## src/rtl/online_sd_adder_pipe.sv

```systemverilog
// MSD-first online signed-digit adder/subtractor, radix 2^(radix_bits-1), online delay of one digit.
// Define ONLINE_ADD_NEGZERO_CHK_EN to add the frame_err output flagging -0 input digits.
module online_sd_adder_pipe #(
  parameter int no_of_digits = 8,
  parameter int radix_bits   = 3
) (
  input  logic                  clk,
  input  logic                  rst_n,
  input  logic                  in_valid,
  output logic                  in_ready,
  input  logic [radix_bits-1:0] din1,
  input  logic [radix_bits-1:0] din2,
  input  logic                  cin,
  input  logic                  sub,
  output logic                  out_valid,
  input  logic                  out_ready,
  output logic [radix_bits-1:0] dout,
  output logic                  out_first,
  output logic                  out_last
`ifdef ONLINE_ADD_NEGZERO_CHK_EN
  ,
  output logic                  frame_err
`endif
);

  localparam int mw = radix_bits - 1;
  localparam int iw = radix_bits + 2;
  localparam int r  = 2 ** mw;
  localparam int cw = (no_of_digits > 1) ? $clog2(no_of_digits) : 1;

  localparam logic signed [iw-1:0] rval     = iw'(r);
  localparam logic signed [iw-1:0] rm1      = iw'(r - 1);
  localparam logic signed [iw-1:0] one      = iw'(1);
  localparam logic [cw-1:0]        last_idx = cw'(no_of_digits - 1);

  typedef enum logic [1:0] {IDLE, RUN, FLUSH} state_t;

  // Sign-magnitude digit to signed integer; flip negates by inverting the sign bit.
  function automatic logic signed [iw-1:0] to_int(input logic [radix_bits-1:0] d,
                                                  input logic flip);
    logic signed [iw-1:0] m;
    m = '0;
    m[mw-1:0] = d[mw-1:0];
    return (d[radix_bits-1] ^ flip) ? -m : m;
  endfunction

  // Signed integer back to sign-magnitude; zero always leaves as +0.
  function automatic logic [radix_bits-1:0] to_sm(input logic signed [iw-1:0] v);
    logic [mw-1:0] mag;
    mag = v[iw-1] ? mw'(-v) : mw'(v);
    return {v[iw-1], mag};
  endfunction

  state_t               state, state_nx;
  logic [cw-1:0]        cnt;
  logic signed [iw-1:0] w_q;
  logic                 cin_q, sub_q;
  logic                 slot_free, accept, sub_eff;
  logic signed [iw-1:0] a_v, b_v, s_v, t_v, w_v, cin_ext;

  assign slot_free = !out_valid || out_ready;
  assign in_ready  = (state != FLUSH) && slot_free;
  assign accept    = in_valid && in_ready;
  assign cin_ext   = {{(iw-1){1'b0}}, cin_q};

  // Digit-level transfer/interim split: t carries into the previous position, w stays here.
  always_comb begin
    sub_eff = (state == IDLE) ? sub : sub_q;
    a_v = to_int(din1, 1'b0);
    b_v = to_int(din2, sub_eff);
    s_v = a_v + b_v;
    t_v = '0;
    w_v = s_v;
    if (s_v >= rm1) begin
      t_v = one;
      w_v = s_v - rval;
    end else if (s_v <= -rm1) begin
      t_v = -one;
      w_v = s_v + rval;
    end
  end

  always_ff @(posedge clk) begin
    if (!rst_n) state <= IDLE;
    else        state <= state_nx;
  end

  always_comb begin
    state_nx = state;
    case (state)
      IDLE:    if (accept) state_nx = (no_of_digits == 1) ? FLUSH : RUN;
      RUN:     if (accept && cnt == last_idx) state_nx = FLUSH;
      FLUSH:   if (slot_free) state_nx = IDLE;
      default: state_nx = IDLE;
    endcase
  end

`ifdef ONLINE_ADD_NEGZERO_CHK_EN
  localparam logic [radix_bits-1:0] negzero = {1'b1, {mw{1'b0}}};
  logic err_acc, nz;
  assign nz = (din1 == negzero) || (din2 == negzero);
`endif

  // Output register: a free slot empties unless a new digit is produced in the same cycle.
  always_ff @(posedge clk) begin
    if (!rst_n) begin
      cnt       <= '0;
      w_q       <= '0;
      cin_q     <= 1'b0;
      sub_q     <= 1'b0;
      out_valid <= 1'b0;
      out_first <= 1'b0;
      out_last  <= 1'b0;
      dout      <= '0;
`ifdef ONLINE_ADD_NEGZERO_CHK_EN
      err_acc   <= 1'b0;
      frame_err <= 1'b0;
`endif
    end else begin
      if (slot_free) begin
        out_valid <= 1'b0;
        out_first <= 1'b0;
        out_last  <= 1'b0;
`ifdef ONLINE_ADD_NEGZERO_CHK_EN
        frame_err <= 1'b0;
`endif
      end
      case (state)
        IDLE: if (accept) begin
          cin_q     <= cin;
          sub_q     <= sub;
          w_q       <= w_v;
          cnt       <= cw'(1);
          dout      <= to_sm(t_v);
          out_valid <= 1'b1;
          out_first <= 1'b1;
`ifdef ONLINE_ADD_NEGZERO_CHK_EN
          err_acc   <= nz;
`endif
        end
        RUN: if (accept) begin
          w_q       <= w_v;
          cnt       <= cnt + 1'b1;
          dout      <= to_sm(w_q + t_v);
          out_valid <= 1'b1;
`ifdef ONLINE_ADD_NEGZERO_CHK_EN
          err_acc   <= err_acc | nz;
`endif
        end
        FLUSH: if (slot_free) begin
          cnt       <= '0;
          dout      <= to_sm(w_q + cin_ext);
          out_valid <= 1'b1;
          out_last  <= 1'b1;
`ifdef ONLINE_ADD_NEGZERO_CHK_EN
          frame_err <= err_acc;
`endif
        end
        default: ;
      endcase
    end
  end

endmodule

```

## config.mk

```make
export PLATFORM = sky130hd
export DESIGN_NAME = online_sd_adder_pipe
export DESIGN_NICKNAME = d
export VERILOG_FILES = /design/src/rtl/online_sd_adder_pipe.sv
export SDC_FILE = /design/constraint.sdc
export NUM_CORES = 1
export LEC_CHECK = 0
export BUFFER_PORTS_ARGS = -buffer_cell sky130_fd_sc_hd__buf_2
export CORE_AREA = 2 2 57 59
export DETAILED_ROUTE_END_ITERATION = 8
export DIE_AREA = 0 0 59 61
export PLACE_DENSITY = 0.69
export SKIP_LAST_GASP = 1
export SYNTH_ARGS = -nofsm -noshare
export SYNTH_HDL_FRONTEND = slang
export SYNTH_SLANG_ARGS = --single-unit
```

## constraint.sdc

```tcl
create_clock -name clk -period 11.6 [get_ports clk]
set_input_delay 0.58 -clock clk [delete_from_list [all_inputs] [get_ports clk]]
set_output_delay 0.58 -clock clk [all_outputs]
set_load 0.01 [all_outputs]
```

Yosys cells after proc, flatten, opt, wreduce, memory -nomap -nowiden
Cells that the tools add are included.
{ "totals": {"memories": 0, "regBits": 18, "latch_bits": 0, "romBits": 0, "inputBits": 12, "out_inout_bits": 7, "mem_bits_rw": 0} }
{ "op_classes": {"mul": 0, "n_div": 0, "bitwise_logic": 1, "muxes": 32, "n_eq_ne": 8, "n_reduce_logical": 12, "n_lt_le_gt_ge": 2, "shift": 0, "addsub": 11} }
{ "ops": {"columns": ["cell", "count"], "rows": [
  ["$mux 5", 6],
  ["$mux 3", 6],
  ["$pmux 3 s3", 2],
  ["$mux 2", 6],
  ["$add 5x5->5", 2],
  ["$mux 1", 10],
  ["$ne 2x2->1 const B", 5],
  ["$neg 2->5", 2],
  ["$neg 2->2", 3],
  ["$pmux 2 s3", 1],
  ["$add 5x2->5", 1],
  ["$add 5x4->5 const B", 1],
  ["$ge 5x3->1 const B", 1],
  ["$le 5x3->1 const B", 1],
  ["$sub 5x4->5 const B", 1],
  ["$reduce_and 2->1", 2],
  ["$reduce_and 4->1", 1],
  ["$add 3x1->3 const B", 1],
  ["$eq 3x3->1 const B", 1],
  ["$logic_and 1x1->1", 3],
  ["$reduce_and 3->1", 1],
  ["$reduce_bool 3->1", 1],
  ["$eq 2x1->1 const B", 1],
  ["$eq 2x2->1 const B", 1],
  ["6 further kinds", 6]
]} }

Depth between registers and ports, before layout
{ "depth": {"word_depth": 13, "ltp_mapped": 23, "depth_no_buf": 23} }

Worst setup path after synthesis
OpenSTA, ideal clock, no wires.
{ "synth_timing": {"path_kind": "flip-flop to flip-flop", "from": "register state[1]", "to": "register dout[1]", "path_stages_with_launch": 23, "arrival_time_ns": 4.409, "setup_slack_ns": 7.058, "required_ns": 11.467, "synth_period_minus_slack_ns": 4.542, "path_cell_list": "dfxtp_1 -> inv_1 -> ha_1 -> mux2i_1 -> xnor2_1 -> a21o_1 -> inv_1 -> fa_1 -> fa_1 -> inv_1 -> ha_1 -> nand2b_1 -> a21oi_1 -> nand2_1 -> nand2_1 -> inv_1 -> ha_1 -> a31oi_1 -> or2_1 -> o2111a_1 -> a211oi_2 -> mux2i_1 -> o221ai_1"} }
{ "synth_between": {"elab_chain_cells": 13, "elab_cells_between_ends": 27, "cone_classes": "add/sub: 4; order compare: 2; eq/ne: 6; mux: 9; bitwise: 1; reduce/logical: 5"} }
{ "synth_lines": {"columns": ["element", "line", "text"], "rows": [
  ["from (decl)", "54", "state_t state, state_nx;"],
  ["from (signal assigned)", "85", "else state <= state_nx;"],
  ["$logic_not 2->1", "68, 128", null],
  ["$mux 1", "68", "sub_eff = (state == IDLE) ? sub : sub_q;"],
  ["$xor 1x1->1", "44", "return (d[radix_bits-1] ^ flip) ? -m : m;"],
  ["$mux 5", "44", null],
  ["$add 5x5->5", "71", "s_v = a_v + b_v;"],
  ["$le 5x3->1", "77", "end else if (s_v <= -rm1) begin"],
  ["$mux 5", "77", null],
  ["$mux 5", "74", "if (s_v >= rm1) begin"],
  ["$add 5x5->5", "144", "dout <= to_sm(w_q + t_v);"],
  ["$neg 2->2", "50", "mag = v[iw-1] ? mw'(-v) : mw'(v);"],
  ["$mux 2", "50", null],
  ["$mux 3", "141", "RUN: if (accept) begin"],
  ["$pmux 3 s3", "128", "case (state)"],
  ["to (signal assigned)", "134", "dout <= to_sm(t_v);"],
  ["to (signal assigned)", "144", null],
  ["to (signal assigned)", "152", "dout <= to_sm(w_q + cin_ext);"],
  ["to (decl)", "17", "output logic [radix_bits-1:0] dout,"]
]} }
Several ways; a longest one is shown, not always the timed one. The select of a mux whose other input is x is not followed.
A chain may end at the register's enable or synchronous reset.

Final worst setup path
{ "layout_timing": {"from": "register state[0]", "to": "register dout[1]"} }
Same word-level chain as after synthesis.

==> results_dict.tcl <==
set metrics [dict create \
    status "completed" \
    post-route-period-util 0.444 \
    crit_arrival_ns 5.33 \
    clkSinkCount 18 \
    path_clk_slew_ns 0.11 \
    port_buffers 18 \
    dr_wl_met3_um 144 \
    r2r_cells 22 \
    initial_core_util 0.486 \
    overflow 0 \
    antenna_found_initial 0 \
    routed.top_layer "met4" \
    viasPerCell 5.75 \
    synth_fp_nets 202 \
    drt_iter0_markers 37 \
    syn-cell-area_um2 1430 \
    cts_max_level 1 \
    layout_common_cells "18 x dfxtp_1, 18 x buf_2, 17 x ha_1" \
    cp_slowest_stage_delay_ns 0.61 \
    m1WireLength_um 1340 \
    rsz0062_at_grt "no" \
    gp_congestion 0.825 \
    postCtsSetupBuffers 0 \
    ir_worst_vdd_mv 0.101 \
    wl_met2_um 1470 \
    fin_worst_skew_ns 0.00325 \
    end_kind "register" \
    ant_nets 0 \
    core_um2 2950 \
    critPathMostFrequentCell "inv_1" \
    globalRouteTotalUtil 0.192 \
    tightestPinTransition_ns 0.548 \
    async_flop_share 0 \
    reg2reg_to "dout[1]" \
    wl_per_cell_um 13.6 \
    path_depth 22 \
    cts.repair.resized 0 \
    final_nets 219 \
    power_density_nw_per_um2 163 \
    crit_end "dout[1]" \
    insertion_delay_ns 0.30 \
    multi_input_area_um2 962 \
    r2r_start "state[0]" \
    cp_cell_sequence "inv_1 > ha_1 > mux2i_1 > xnor2_1 > a21o_1 > inv_1 > fa_1 > fa_1 > inv_1 > ha_1 > nand2b_1 > a21oi_1 > nand2_1 > nand2_1 > inv_1 > ha_1 > a31oi_1 > or2_1 > o211ai_1 > a211oi_2 > mux2i_1 > o221ai_1" \
    ff_latch_area_um2 360 \
    cp_max_fo 7 \
    critical_path_required_ns 11.78 \
    routed_wl_um 2990 \
    synth_edf_count 0 \
    dp_slack_ns 6.51 \
    synth.avg_cell_area_um2 8.39 \
    grt_max_degree 16 \
    synth_ff_type "dfxtp_1" \
    critPathBufInv 4 \
    startpoint_type "register" \
    crit_type "reg -> reg" \
    fmaxAchievable_ghz 0.194 \
    rows 20 \
    slowest_stage "fa_1" \
    setup_slack_ns 6.45 \
    yosys_warnings 0 \
    grt_pass1_wl_um 5370 \
    cellLeakagePower_nw 0.716 \
    cts_buffers 3 \
    syn2layout_area_growth_pct 8.12 \
    setup_viol 0 \
    cp-startpoint "state[0]" \
    slew_headroom 0.633 \
    drtPass1Iterations 6 \
    synthCells 171 \
    postCtsHoldBufs 0 \
    design.portCount 19 \
    clock_tree.root_cell "clkbuf_4" \
    cts_buffer_depth 2 \
    drive_above_1_share 0.150 \
    die_w_um 59 \
    finalSetupTns_ns 0 \
    slew_violations 0 \
    min_path_type "reg -> reg" \
    critical_path.top_delay_family "adder cells" \
    grt_pass1_vias 1264 \
    finalPower_mw 0.253 \
    dp_hpwl_um 2350 \
    r2r_slack_ns 6.45 \
    fp.dieArea_um2 3600 \
    nFillCells 281 \
    remaining_drc_errors 0 \
    tritoncts "done" \
    n_antenna_cell 0 \
    finalCriticalPeriod_ns 5.15 \
    synth_seq_cells 18 \
    detailroute.via_count 1264 \
    seq_area_frac_synth 0.251 \
    synth_cell_type_count 50 \
    die_h_um 61 \
    hold_viol 0 \
    maxCapViolCount 0 \
]
worst min-delay path by stage:
stage,startpoint,to,cells past startpoint,slack (ns)
floorplan,cnt[1],cnt[1],2,0.44
global placement,register,register,2,0.44
detailed placement,register,register,2,0.45
CTS,dout[0],dout[0],2,0.47
global route,cnt[2],cnt[2],2,0.49
finish,register,register,2,0.46
worst min-delay path, delay by kind of cell (launching register included):
| kind | cells | cell delay, ns |
|---|---|---|
| AND/OR/NAND/NOR | 1 | 0.05 |
| AO/OA/AOI/OAI | 1 | 0.05 |
| flip-flops | 1 | 0.32 |
kinds of logic after synthesis:
family | synth area share
multiplexers | 0.0419
flip-flops | 0.251
adder cells (fa/ha/maj) | 0.176
AND/OR/NAND/NOR | 0.190
AO/OA/AOI/OAI | 0.238
XOR/XNOR | 0.0244
buffers and inverters | 0.0776
through the flow:
| step | util | hold slack (ns) | cell area [um2] | instances |
|---|---|---|---|---|
| 2_1_floorplan | - | 0.436 | 1430 | 171 |
| 3_3_place_gp | 0.513 | 0.441 | 1510 | 216 |
| 3_5_place_dp | 0.513 | 0.449 | 1510 | 216 |
| 4_1_cts | 0.525 | 0.468 | 1550 | 220 |
| 5_1_grt | 0.525 | 0.489 | 1550 | 220 |
| 6_report | 0.525 | 0.462 | 1550 | 220 |
cell type report:
cell class / instances / share of cell area
well taps: 33 / 0.0266
inverters: 16 / 0.0387
flip-flops and latches: 18 / 0.232
clock buffers: 4 / 0.0234
multi-input cells: 131 / 0.621
repair buffers: 18 / 0.0581
power breakdown:
group | leakage (nW) | internal [mW] | total, mW | switching, mW
clock network | 0.0210 | 0.0192 | 0.0403 | 0.0211
registers | 0.148 | 0.0701 | 0.0771 | 0.00698
logic | 0.547 | 0.0561 | 0.135 | 0.0792
synth_stat cells, drive strengths merged (2+ instances only):
cell	instances	area share
dfxtp	18	0.25
o211ai	2	0.010
nand4	3	0.013
clkbuf	3	0.022
a31oi	3	0.013
nand2b	5	0.022
nor2	12	0.031
a22oi	2	0.010
o21ai	8	0.028
a211oi	3	0.019
inv	16	0.042
nand2	14	0.037
a21o	2	0.010
ha	17	0.15
a21oi	15	0.068
and2b	2	0.010
and2	2	0.0087
nand3	4	0.014
nor2b	3	0.013
buf	3	0.014
xnor2	3	0.018
nor3	4	0.017
o21bai	2	0.013
fa	2	0.028
mux2i	6	0.042
per-layer routing:
metal  up-vias  track usage
met5         -            0
met4         0       0.0292
met3         4       0.0405
met2        30        0.349
met1       588        0.239
li1        642            -
flip-flops by register name, indices dropped and copies added (netlist names), named ones only:
register,count
cin_q,1
out_first,1
dout,3
cnt,3
state,2
out_valid,1
w_q,5
sub_q,1
No activity file was read; power rests on OpenSTA's default activity.
